File: config.mk
export PLATFORM = sky130hd
export DESIGN_NAME = machine_pattern_detect
export DESIGN_NICKNAME = d
export VERILOG_FILES = /design/src/rtl/machine_pkg.sv /design/src/rtl/machine_dff.sv /design/src/rtl/machine_pd_history.sv /design/src/rtl/machine_pattern_detect.sv
export SDC_FILE = /design/constraint.sdc
export NUM_CORES = 1
export LEC_CHECK = 0
export ABC_CLOCK_PERIOD_IN_PS = 3400
export CAP_MARGIN = 20
export CORE_MARGIN = 10
export CORE_UTILIZATION = 47
export DETAILED_ROUTE_END_ITERATION = 16
export GPL_ROUTABILITY_DRIVEN = 0
export PLACE_DENSITY_LB_ADDON = 0.3
export SETUP_SLACK_MARGIN = 0.02
export SYNTH_ARGS = -nofsm -noshare
export SYNTH_HDL_FRONTEND = slang
export SYNTH_SLANG_ARGS = --single-unit
File: constraint.sdc
create_clock -name CLK -period 3.4 [get_ports CLK]
set_clock_uncertainty 0.2 [all_clocks]
set_input_delay 0.85 -clock CLK [delete_from_list [all_inputs] [get_ports CLK]]
set_output_delay 0.85 -clock CLK [all_outputs]
set_load 0.01 [all_outputs]
File: src/rtl/machine_pkg.sv
// rtl/machine_pkg.sv - shared helpers and parameter checks for the pattern detector

`ifndef MACHINE_PKG_SV
`define MACHINE_PKG_SV

// Stops elaboration when a parameter lies outside its legal range.
`define MACHINE_RANGE_CHECK(label, val, lo, hi) \
  if (((val) < (lo)) || ((val) > (hi))) begin : label \
    $error("machine: parameter value %0d outside legal range %0d..%0d", (val), (lo), (hi)); \
  end

package machine_pkg;

  // Width needed to hold a fill count of 0..n.
  function automatic int s_w(input int n);
    return $clog2(n + 1);
  endfunction

  // Largest value held by a w-bit unsigned counter.
  function automatic int cnt_max(input int w);
    return (1 << w) - 1;
  endfunction

endpackage

`endif

File: src/rtl/machine_dff.sv
// rtl/machine_dff.sv - enabled register with asynchronous active-low reset to zero

module machine_dff #(
  parameter int W = 1
) (
  input  logic         clk_i,
  input  logic         rst_ni,
  input  logic         en_i,
  input  logic [W-1:0] d_i,
  output logic [W-1:0] q_o
);

  // Load d when enabled; clear immediately on reset.
  always_ff @(posedge clk_i or negedge rst_ni) begin
    if (!rst_ni) begin
      q_o <= '0;
    end else if (en_i) begin
      q_o <= d_i;
    end
  end

endmodule

File: src/rtl/machine_pd_history.sv
// rtl/machine_pd_history.sv - serial history shift register with saturating fill count

module machine_pd_history
  import machine_pkg::*;
#(
  parameter  int N   = 4,
  localparam int S_W = s_w(N)
) (
  input  logic           clk_i,
  input  logic           rst_ni,
  input  logic           en_i,
  input  logic           x_i,
  input  logic           clr_fill_i,
  output logic [N-1:0]   hist_o,
  output logic [S_W-1:0] s_o,
  output logic [N-1:0]   hist_nxt_o,
  output logic [S_W-1:0] s_nxt_o
);

  logic [S_W-1:0] s_d;

  // Post-shift values are exported so the compare sees the bit being sampled this edge;
  // s_nxt_o deliberately ignores clr_fill_i to keep the match path acyclic.
  assign hist_nxt_o = {hist_o[N-2:0], x_i};
  assign s_nxt_o    = (s_o == S_W'(N)) ? s_o : s_o + S_W'(1);
  assign s_d        = clr_fill_i ? '0 : s_nxt_o;

  machine_dff #(.W(N)) u_hist_reg (
    .clk_i  (clk_i),
    .rst_ni (rst_ni),
    .en_i   (en_i),
    .d_i    (hist_nxt_o),
    .q_o    (hist_o)
  );

  machine_dff #(.W(S_W)) u_fill_reg (
    .clk_i  (clk_i),
    .rst_ni (rst_ni),
    .en_i   (en_i),
    .d_i    (s_d),
    .q_o    (s_o)
  );

endmodule

File: src/rtl/machine_pattern_detect.sv
// rtl/machine_pattern_detect.sv - programmable N-bit serial pattern detector with match counter

module machine_pattern_detect
  import machine_pkg::*;
#(
  parameter  int N     = 4,
  parameter  int CNT_W = 8,
  localparam int S_W   = s_w(N)
) (
  input  logic             CLK,
  input  logic             RESET,
  input  logic             EN,
  input  logic             x,
  input  logic [N-1:0]     PATTERN,
  input  logic             OVERLAP,
  input  logic             CLR_CNT,
  output logic             F,
  output logic [S_W-1:0]   S,
  output logic [N-1:0]     HIST,
  output logic [CNT_W-1:0] COUNT,
  output logic             SAT
);

  `MACHINE_RANGE_CHECK(g_chk_n, N, 2, 16)
  `MACHINE_RANGE_CHECK(g_chk_cnt_w, CNT_W, 1, 16)

  localparam logic [CNT_W-1:0] CNT_TOP = CNT_W'(cnt_max(CNT_W));

  logic [N-1:0]     hist_nxt;
  logic [S_W-1:0]   s_nxt;
  logic             match;
  logic             f_q;
  logic [CNT_W-1:0] count_q;
  logic [CNT_W-1:0] count_d;
  logic             sat_q;

  // A match needs a full window of fresh bits equal to the current pattern.
  assign match = EN && (s_nxt == S_W'(N)) && (hist_nxt == PATTERN);

  machine_pd_history #(.N(N)) u_history (
    .clk_i      (CLK),
    .rst_ni     (RESET),
    .en_i       (EN),
    .x_i        (x),
    .clr_fill_i (match && !OVERLAP),
    .hist_o     (HIST),
    .s_o        (S),
    .hist_nxt_o (hist_nxt),
    .s_nxt_o    (s_nxt)
  );

  // Next match count: clear wins (keeping this edge's match), otherwise saturating increment.
  always_comb begin
    count_d = count_q;
    if (CLR_CNT) begin
      count_d = match ? CNT_W'(1) : '0;
    end else if (match && (count_q != CNT_TOP)) begin
      count_d = count_q + CNT_W'(1);
    end
  end

  // Register the match pulse, the count and its saturation flag together.
  always_ff @(posedge CLK or negedge RESET) begin
    if (!RESET) begin
      f_q     <= 1'b0;
      count_q <= '0;
      sat_q   <= 1'b0;
    end else begin
      f_q     <= match;
      count_q <= count_d;
      sat_q   <= (count_d == CNT_TOP);
    end
  end

  assign F     = f_q;
  assign COUNT = count_q;
  assign SAT   = sat_q;

endmodule

==> results.sh, run 1 <==
export IMPL_fillers=170
export IMPL_grt_pass1_wl_um=3970
export IMPL_synthArstFlopShare_pct=100
export IMPL_hp_start="u_history.u_hist_reg.q_o[3]"
export IMPL_die_w_um=66.2
export IMPL_syn_to_final_growth_pct=30.4
export IMPL_netlist_area_mm2=0.00100
export IMPL_drt_iter0_drc=46
export IMPL_rsz0062_at_grt="no"
export IMPL_syn_avg_cell_area_um2=9.75
export IMPL_ys_warn_count=0
export IMPL_reg2reg_from="u_history.u_fill_reg.q_o[0]"
export IMPL_syn_nets=116
export IMPL_path_max_fanout=10
export IMPL_setup_worst_path_start="PATTERN[0]"
export IMPL_start_util_pct=50.2
export IMPL_synth_seq_cells=17
export IMPL_slew_limit_headroom_pct=48.3
export IMPL_status="complete, no violations"
export IMPL_post_route_min_period_ns=2.98
export IMPL_num_rows=16
export IMPL_power_switching_uw=186
export IMPL_dpl_hpwl_um=1830
export IMPL_cts_htree_levels=1
export IMPL_worstSetupPathType="in -> reg"
export IMPL_grt_max_degree=18
export IMPL_power_share_switching_pct=32.6
export IMPL_ir_worst_vdd_uv=269
export IMPL_pwr_share_seq_pct=46.4
export IMPL_crit_path_start_kind="input pin"
export IMPL_maxSlewViolCount=0
export IMPL_cts_num_sinks=17
export IMPL_drt_wl_total_um=2430
export IMPL_antenna_found_initial=0
export IMPL_diodes=0
export IMPL_clk_path_buf_depth=2
export IMPL_post_cts_buffers=0
export IMPL_cts_root_buf="clkbuf_4"
export IMPL_ys_seq_area_share_pct=42.3
export IMPL_slowest_stage="or3_1"
export IMPL_track_usage_pct=11.4
export IMPL_p_clk_share_pct=19.4
export IMPL_synthCells=103
export IMPL_synth_enable_flop_cells=0
export IMPL_max_freq_ghz=0.336
export IMPL_required_ns=3.41
export IMPL_regToRegSetupSlack_ns=0.57
export IMPL_io_buffers=26
export IMPL_worst_pin_slew_ns=0.773
export IMPL_cap_viol_max_count=0
export IMPL_ant_nets=0
export IMPL_p_leak_nw=0.529
export IMPL_die_area_mm2=0.00439
export IMPL_crit_arrival_ns=2.99
export IMPL_critPathTopFamily="simple AND/OR/NAND/NOR gates"
export IMPL_first_pass_iters=4
export IMPL_synthFlopType="dfrtp_1"
export IMPL_drc=0
export IMPL_seqCellArea_um2=425
export IMPL_cts_resized=0
export IMPL_intPower_uw=386
export IMPL_grt_pass1_vias=855
export IMPL_clock_latency_ns=0.29
export IMPL_comb_power_share_pct=34.3
export IMPL_slowest_delay_ns=0.51
export IMPL_top_level_ports=27
export IMPL_endpoint_kind="flop"
export IMPL_path_buf_inv=2
export IMPL_ys_types=36
export IMPL_timing_final_crit_share_pct=87.6
export IMPL_final_nets=145
export IMPL_wl_per_cell_um=15.4
export IMPL_grt_overflow_total=0
export IMPL_worst_slack_ns=0.420
export IMPL_cts_tree="built"
export IMPL_hp_class="reg -> reg"
export IMPL_tns_ns=0
export IMPL_vias_per_cell=5.65
export IMPL_drive_gt1_share_pct=10.7
export IMPL_cts_buffers=3
export IMPL_place_ws_ns=0.123
export IMPL_power_density_mw_per_mm2=437
export IMPL_crit_chain="clkdlybuf4s50_1, xor2_1, a211o_1, or3_1, clkinv_2, and4_1, o21ai_0, nor4_2"
export IMPL_hold_viol_final=0
export IMPL_multi_input_area_um2=514
export IMPL_holdBufCountCts=0
export IMPL_setup_viol=0
export IMPL_core_area_mm2=0.00200
export IMPL_clk_pin_slew_worst_paths_ns=0.10
export IMPL_vias=893
export IMPL_die_y_um=66.2
-- stage by stage --
step                      utilization (%)  instance area [um2]  hold slack, ns  instances  total power [mW]
after CTS                            65.4                 1310           0.354        158             0.576
final                                65.4                 1310           0.339        158             0.572
after global placement               64.1                 1280           0.295        154             0.456
after floorplan                         -                 1000           0.351        103             0.367
after global routing                 65.4                 1310           0.371        158             0.608
after detailed placement             64.1                 1280           0.327        154             0.466
-- placed cells by master (no fill, tap or decap), drive strengths merged --
| master | instances |
|---|---|
| clkbuf | 4 |
| inv | 10 |
| clkdlybuf4s50 | 26 |
| nor2 | 5 |
| and3 | 2 |
| buf | 1 |
| nor4 | 5 |
| a21oi | 2 |
| xnor2 | 6 |
| a211o | 2 |
| nor3 | 1 |
| o22ai | 1 |
| ha | 3 |
| mux2 | 4 |
| or2 | 2 |
| a31oi | 3 |
| a32o | 1 |
| a21bo | 1 |
| and4 | 1 |
| nand3 | 5 |
| nand3b | 2 |
| o21ai | 5 |
| o41a | 1 |
| o221ai | 1 |
| nor4b | 2 |
| a31o | 1 |
| or3 | 2 |
| nand2b | 2 |
| dfrtp | 17 |
| o32ai | 1 |
| xor2 | 1 |
| o21a | 2 |
| nand2 | 8 |
| clkinv | 1 |
-- area by class of cell --
class / count / share of cell area [%]
inverter: 11 / 3.25
sequential: 17 / 32.5
tap: 27 / 2.58
clock buffer: 4 / 2.01
multi-input combinational: 72 / 39.3
timing repair buffer: 27 / 20.4
-- logic make-up (layout without fill, tap and decap cells) --
logic type                 Yosys count  count (layout)  synth area share (%)
buffers and inverters               14              42                  6.48
and+or+nand+nor                     37              37                  21.3
muxes                                4               4                  4.48
DFF                                 17              17                  42.3
adders and majority gates            3               3                  3.74
xor gates and xnor gates             7               7                  6.10
AOI/OAI and AO/OA                   21              21                  15.6
-- power groups by stage --
stage | Combinational [mW] | Sequential [mW] | Clock (mW)
2_1_floorplan | 0.0934 | 0.273 | 0
3_3_place_gp | 0.191 | 0.265 | 0
3_5_place_dp | 0.197 | 0.269 | 0
4_1_cts | 0.198 | 0.266 | 0.112
5_1_grt | 0.217 | 0.271 | 0.120
6_report | 0.196 | 0.265 | 0.111
-- worst paths after layout --
path / to / cells past startpoint
min in group asynchronous: F / 1
worst max register to register: SAT / 9
max in group asynchronous: COUNT[2] / 1
worst min register to register: u_history.u_hist_reg.q_o[3] / 1
worst max-delay path: SAT / 8
worst min-delay path: u_history.u_hist_reg.q_o[3] / 1
-- cell usage after synthesis (2+ instances only) --
master    number  share of area (%)
dfrtp_1       17                 42
nor4_1         3                1.9
xnor2_1        6                5.2
nand2b_1       2                1.2
a211o_1        2                1.7
a21oi_1        2                1.0
o21ai_0        5                2.5
nor4_2         2                2.5
o21a_1         2                1.5
and3_1         2                1.2
inv_1         10                3.7
nand3b_1       2                1.5
mux2_2         4                4.5
nand2_1        8                3.0
or3_1          2                1.2
a31oi_1        3                1.9
nand3_1        5                2.5
nor2_1         5                1.9
ha_1           3                3.7
nor4b_1        2                1.7
-- routing by layer --
metal  global-route usage, %  part of all wire [%]  vias up
li1                        -                     -      423
met2                    18.7                    49       32
met4                    3.14                  0.95        0
met5                       0                     0        -
met1                    13.4                    42      434
met3                    4.58                   8.6        4
-- sequential cells by signal, summed over array words and instances (netlist names) --
signal	count
COUNT	8
u_history.u_fill_reg.q_o	3
F	1
u_history.u_hist_reg.q_o	4
SAT	1
-- worst register-to-register path, delay by kind of cell (launching register included) --
family                     cells  cell delay, ns
adders and majority gates      1            0.23
DFF                            1            0.46
buffers and inverters          2            0.25
AOI/OAI and AO/OA              3            0.61
and+or+nand+nor                3            0.98
No activity file was read; power rests on OpenSTA's default activity.
==> run 2: changes to the inputs <==
PLACE_DENSITY = 0.76   (was unset)
PLACE_DENSITY_LB_ADDON = unset   (was 0.3)
==> run 2 against run 1 <==
Register-to-register slack gained 0.11 ns. Die area is the same. Setup slack gained 0.10 ns. Largest cell class unchanged. Cell count grew 0.63%. Combinational power shrank 2%. Largest power group unchanged. Final area grew 0.57%. Sequential share of layout area shrank 0.18 points.
==> results.sh, run 2 (synthesis results as in run 1) <==
export IMPL_endpoint_kind="flop"
export IMPL_cts_resized=0
export IMPL_worst_slack_ns=0.522
export IMPL_p_leak_nw=0.533
export IMPL_io_buffers=26
export IMPL_worstSetupPathType="in -> reg"
export IMPL_use_met2_pct=18.3
export IMPL_clk_pin_slew_worst_paths_ns=0.10
export IMPL_ant_nets=0
export IMPL_holdBufCountCts=0
export IMPL_tns_ns=0
export IMPL_grt_max_degree=18
export IMPL_vias=895
export IMPL_largest_register_ffs=8
export IMPL_path_max_fanout=2
export IMPL_vias_per_cell=5.63
export IMPL_met3_usage_pct=3.56
export IMPL_rsz0062_at_grt="no"
export IMPL_grt_pass1_vias=918
export IMPL_cp_common_cell="a211o_1"
export IMPL_maxSlewViolCount=0
export IMPL_drt_wl_total_um=2350
export IMPL_grt_overflow_total=0
export IMPL_slowest_delay_ns=0.43
export IMPL_cts_tree="built"
export IMPL_hold_viol_final=0
export IMPL_required_ns=3.40
export IMPL_core_area_mm2=0.00200
export IMPL_post_route_min_period_ns=2.88
export IMPL_drt_iter0_drc=30
export IMPL_die_w_um=66.2
export IMPL_cap_viol_max_count=0
export IMPL_grt_busiest_layer="met2"
export IMPL_slew_limit_headroom_pct=49.7
export IMPL_ir_worst_vdd_uv=263
export IMPL_wl_per_cell_um=14.7
export IMPL_crit_chain="clkdlybuf4s50_1, xor2_1, a211o_1, or2_0, or3_1, a211o_1, nor4_2"
export IMPL_syn_to_final_growth_pct=31.1
export IMPL_clock_latency_ns=0.29
export IMPL_track_usage_pct=11.1
export IMPL_cts_num_sinks=17
export IMPL_holdPathStages=1
export IMPL_grt_pass1_wl_um=3950
export IMPL_hp_start="u_history.u_hist_reg.q_o[3]"
export IMPL_status="complete, no violations"
export IMPL_diodes=0
export IMPL_clk_path_buf_depth=2
export IMPL_crit_arrival_ns=2.87
export IMPL_cts_root_buf="clkbuf_4"
export IMPL_max_freq_ghz=0.347
export IMPL_cts_buffers=3
export IMPL_timing_final_crit_share_pct=84.6
export IMPL_worst_pin_slew_ns=0.752
export IMPL_final_nets=146
export IMPL_first_pass_iters=4
export IMPL_place_ws_ns=0.212
export IMPL_die_area_mm2=0.00439
export IMPL_final_common_cell="clkdlybuf4s50_1"
export IMPL_fillers=153
export IMPL_reg2reg_from="u_history.u_fill_reg.q_o[0]"
export IMPL_antenna_found_initial=0
export IMPL_drive_gt1_share_pct=11.4
export IMPL_regToRegSetupSlack_ns=0.68
export IMPL_post_cts_buffers=0
export IMPL_drc=0
export IMPL_setup_viol=0
export IMPL_critPathTopFamily="simple AND/OR/NAND/NOR gates"
export IMPL_dpl_hpwl_um=1790
export IMPL_grt_util_met1_pct=12.4
export IMPL_r2r_worst_path_cells=8
export IMPL_top_level_ports=27
export IMPL_hp_class="reg -> reg"
export IMPL_start_util_pct=50.2
export IMPL_path_buf_inv=1
export IMPL_die_y_um=66.2
export IMPL_layout_common_cells="clkdlybuf4s50_1, dfrtp_1, inv_1"
export IMPL_slowest_stage="clkdlybuf4s50_1"
export IMPL_crit_path_start_kind="input pin"
export IMPL_num_rows=16
export IMPL_cts_htree_levels=1
export IMPL_reg2reg_to="SAT"
export IMPL_worstHoldEndpoint="u_history.u_hist_reg.q_o[3]"
export IMPL_power_density_mw_per_mm2=426
-- run 2: stage by stage --
step	total power, mW	area [um2]	util [%]	hold WS (ns)	cells
floorplan	0.367	1000	-	0.351	103
global placement	0.456	1290	64.5	0.291	155
detailed placement	0.457	1290	64.5	0.300	155
CTS	0.568	1320	65.8	0.323	159
global route	0.597	1320	65.8	0.353	159
finish	0.561	1320	65.8	0.317	159
-- run 2: worst max-delay path by stage --
stage               start   to  slack, ns  cells past startpoint
global route           EN  SAT       0.37                      8
global placement        x  SAT       0.23                      7
finish                  x  SAT       0.52                      7
floorplan              EN  SAT       0.61                      8
detailed placement      x  SAT       0.21                      7
CTS                     x  SAT       0.52                      7
-- run 2: power breakdown --
group / total (mW) / switching, mW / leakage [nW] / internal, mW
logic: 0.192 / 0.0819 / 0.295 / 0.111
clock network: 0.109 / 0.0630 / 0.0150 / 0.0456
registers: 0.260 / 0.0311 / 0.223 / 0.229
total: 0.561 / 0.176 / 0.533 / 0.385
-- run 2: per-layer routing --
layer | vias up | share of wire, %
met1 | 435 | 43
met5 | - | 0
li1 | 426 | -
met4 | 0 | 1.3
met2 | 30 | 48
met3 | 4 | 7.6
-- run 2: final cells by class --
cell class,count,area [um2],area share (%)
Clock buffer,4,26.3,1.99
Inverter,11,42.5,3.23
Multi-Input combinational cell,72,514,39.0
Sequential cell,17,425,32.3
Tap cell,27,33.8,2.56
Timing Repair Buffer,28,275,20.9
-- run 2: worst reg2reg max path, cell delays in order (launching register included) --
cell and delay [ns]:
dfrtp_1 0.45, inv_1 0.07, ha_1 0.23, a21bo_1 0.20, a211o_1 0.26, or2_0 0.22, or3_1 0.38, a211o_1 0.33
nor4_2 0.28
==> variant (flow settings as in run 1) <==
`N` is set to 4 in 2 places; all go to 5.
--- a/src/rtl/machine_pd_history.sv
+++ b/src/rtl/machine_pd_history.sv
@@ -3,7 +3,7 @@
 module machine_pd_history
   import machine_pkg::*;
 #(
-  parameter  int N   = 4,
+  parameter  int N   = 5,
   localparam int S_W = s_w(N)
 ) (
   input  logic           clk_i,
--- a/src/rtl/machine_pattern_detect.sv
+++ b/src/rtl/machine_pattern_detect.sv
@@ -3,7 +3,7 @@
 module machine_pattern_detect
   import machine_pkg::*;
 #(
-  parameter  int N     = 4,
+  parameter  int N     = 5,
   parameter  int CNT_W = 8,
   localparam int S_W   = s_w(N)
 ) (
Interface: changed (resized HIST and PATTERN); port bits go from 27 to 29. The function was not compared with the original's and may differ.
==> variant against run 1 <==
Setup slack better by 0.079 ns; routed wire length up 13%; die area up 10%; clock power up 25%; via count up 7.3%; area after synthesis up 15%; global-route usage down 0.25 points; final area up 13%; utilization down 0.13 points; sequential cell count up 1; combinational power up 44%; total power up 24%; largest cell class unchanged; largest power group unchanged.
==> variant: results (changes against run 1) <==
- The class of the most critical hold timing path is reg2reg.
- The average cell area after synthesis was 10.3 sq um (+5.4%).
- The iteration count of the initial detailed-routing pass is 5 (+1).
- The combinational cell power is 0.000283 W (+44%).
- The hold path startpoint is u_history.u_hist_reg.q_o[4]$_DFFE_PN0P_.
- The half-perimeter wire length after detailed placement came to 2070 microns (+13%).
- The wire length of the first global-routing pass is 4750 microns (+19%).
- The maximum resistive drop on vdd is 339 uV (+26%).
- The routed wirelength normalized by instance count is 16.2 microns (+5.2%).
- The portion of the post-synthesis area used by sequential elements is 39.1% (-3.2 points).
- The path with the worst hold slack has its endpoint at u_history.u_hist_reg.q_o[4]$_DFFE_PN0P_.
- The synthesized-area fraction occupied by ao, oa, aoi and oai cells is 10.5% (-5.0 points).
- The maximum fanout along the worst path is 6 (-4).
- The share of total power in sequential cells is 40.7% (-5.7 points).
- In the post-synthesis netlist, the biggest area contributors are sky130_fd_sc_hd__dfrtp_1 (39%), sky130_fd_sc_hd__mux2_2 (5.9%), sky130_fd_sc_hd__xnor2_1 (5.3%).
- The transition at the pin with the smallest max-transition slack is 0.820 ns (+0.0469 ns).
- The share of the synthesized netlist area taken by xor and xnor gates is 7.61% (+1.5 points).
- The number of global-route vias before repair is 973 (+14%).
- The global-route usage over all layers is 11.2% (-0.25 points).
- The run finished with clean final reports.
- The largest net degree at the start of global routing is 19 (+1).
- The total leakage power is 0.574 nW (+8.5%).
- The count of cells along the worst register-to-register path is 7 (-2).
- The initial DRC count is 89 (+93%).
- The quantity of I/O buffers inserted on ports is 28 (+7.7%).
- The cell count after placement is 165 (+7.1%).
- The vias per cell is 5.67 (+0.30%).
- The adder-cell area share of the yosys netlist came to 3.26% (-0.48 points).
- The synthesized net count is 126 (+8.6%).
- The design internal power is 0.000458 W (+19%).
[variant: cell count changes after synthesis, sizes merged, moves of 3 or more]
cell | before | now
nor2 | 5 | 9
nand2 | 8 | 13
nor3 | 1 | 5
nor4 | 5 | 2
inv | 10 | 4
a31oi | 3 | 0
nand4 | 0 | 3
[variant: critical path: stages]
cell,delay (ns)
sky130_fd_sc_hd__clkdlybuf4s50_1,0.42
sky130_fd_sc_hd__xnor2_1,0.25
sky130_fd_sc_hd__nand3_1,0.11
sky130_fd_sc_hd__or4_1,0.66
sky130_fd_sc_hd__a2111oi_4,0.32
sky130_fd_sc_hd__o211ai_1,0.15
sky130_fd_sc_hd__a211oi_2,0.17
[variant: per-layer routing]
layer,up-vias,global-route usage [%],part of all wire [%]
li1,466,-,-
met1,457,13.1,42
met2,33,19.2,50
met3,2,3.85,7.9
met4,0,2.00,0.33
met5,-,0,0
[variant: final cells by class]
cell class | count | area (sq um)
Clock buffer | 4 | 36.3
Inverter | 4 | 15.0
Sequential cell | 18 | 450
Multi-Input combinational cell | 86 | 662
Fill cell | 194 | 790
Tap cell | 28 | 35.0
Timing Repair Buffer | 29 | 288
[variant: cells by family (layout without fill, tap and decap cells)]
family / Yosys count / after routing
AO/OA/AOI/OAI: 15 / 15
XOR/XNOR: 10 / 10
adder cells (fa/ha/maj): 3 / 3
buffers and inverters: 8 / 37
flip-flops: 18 / 18
multiplexers: 8 / 8
AND/OR/NAND/NOR: 50 / 50
[variant: through the flow]
stage	hold WS, ns	worst slack (ns)
final	0.338	0.499
after global routing	0.362	0.385
after CTS	0.341	0.483
after detailed placement	0.315	0.170
after global placement	0.291	0.214
after floorplan	0.351	0.799
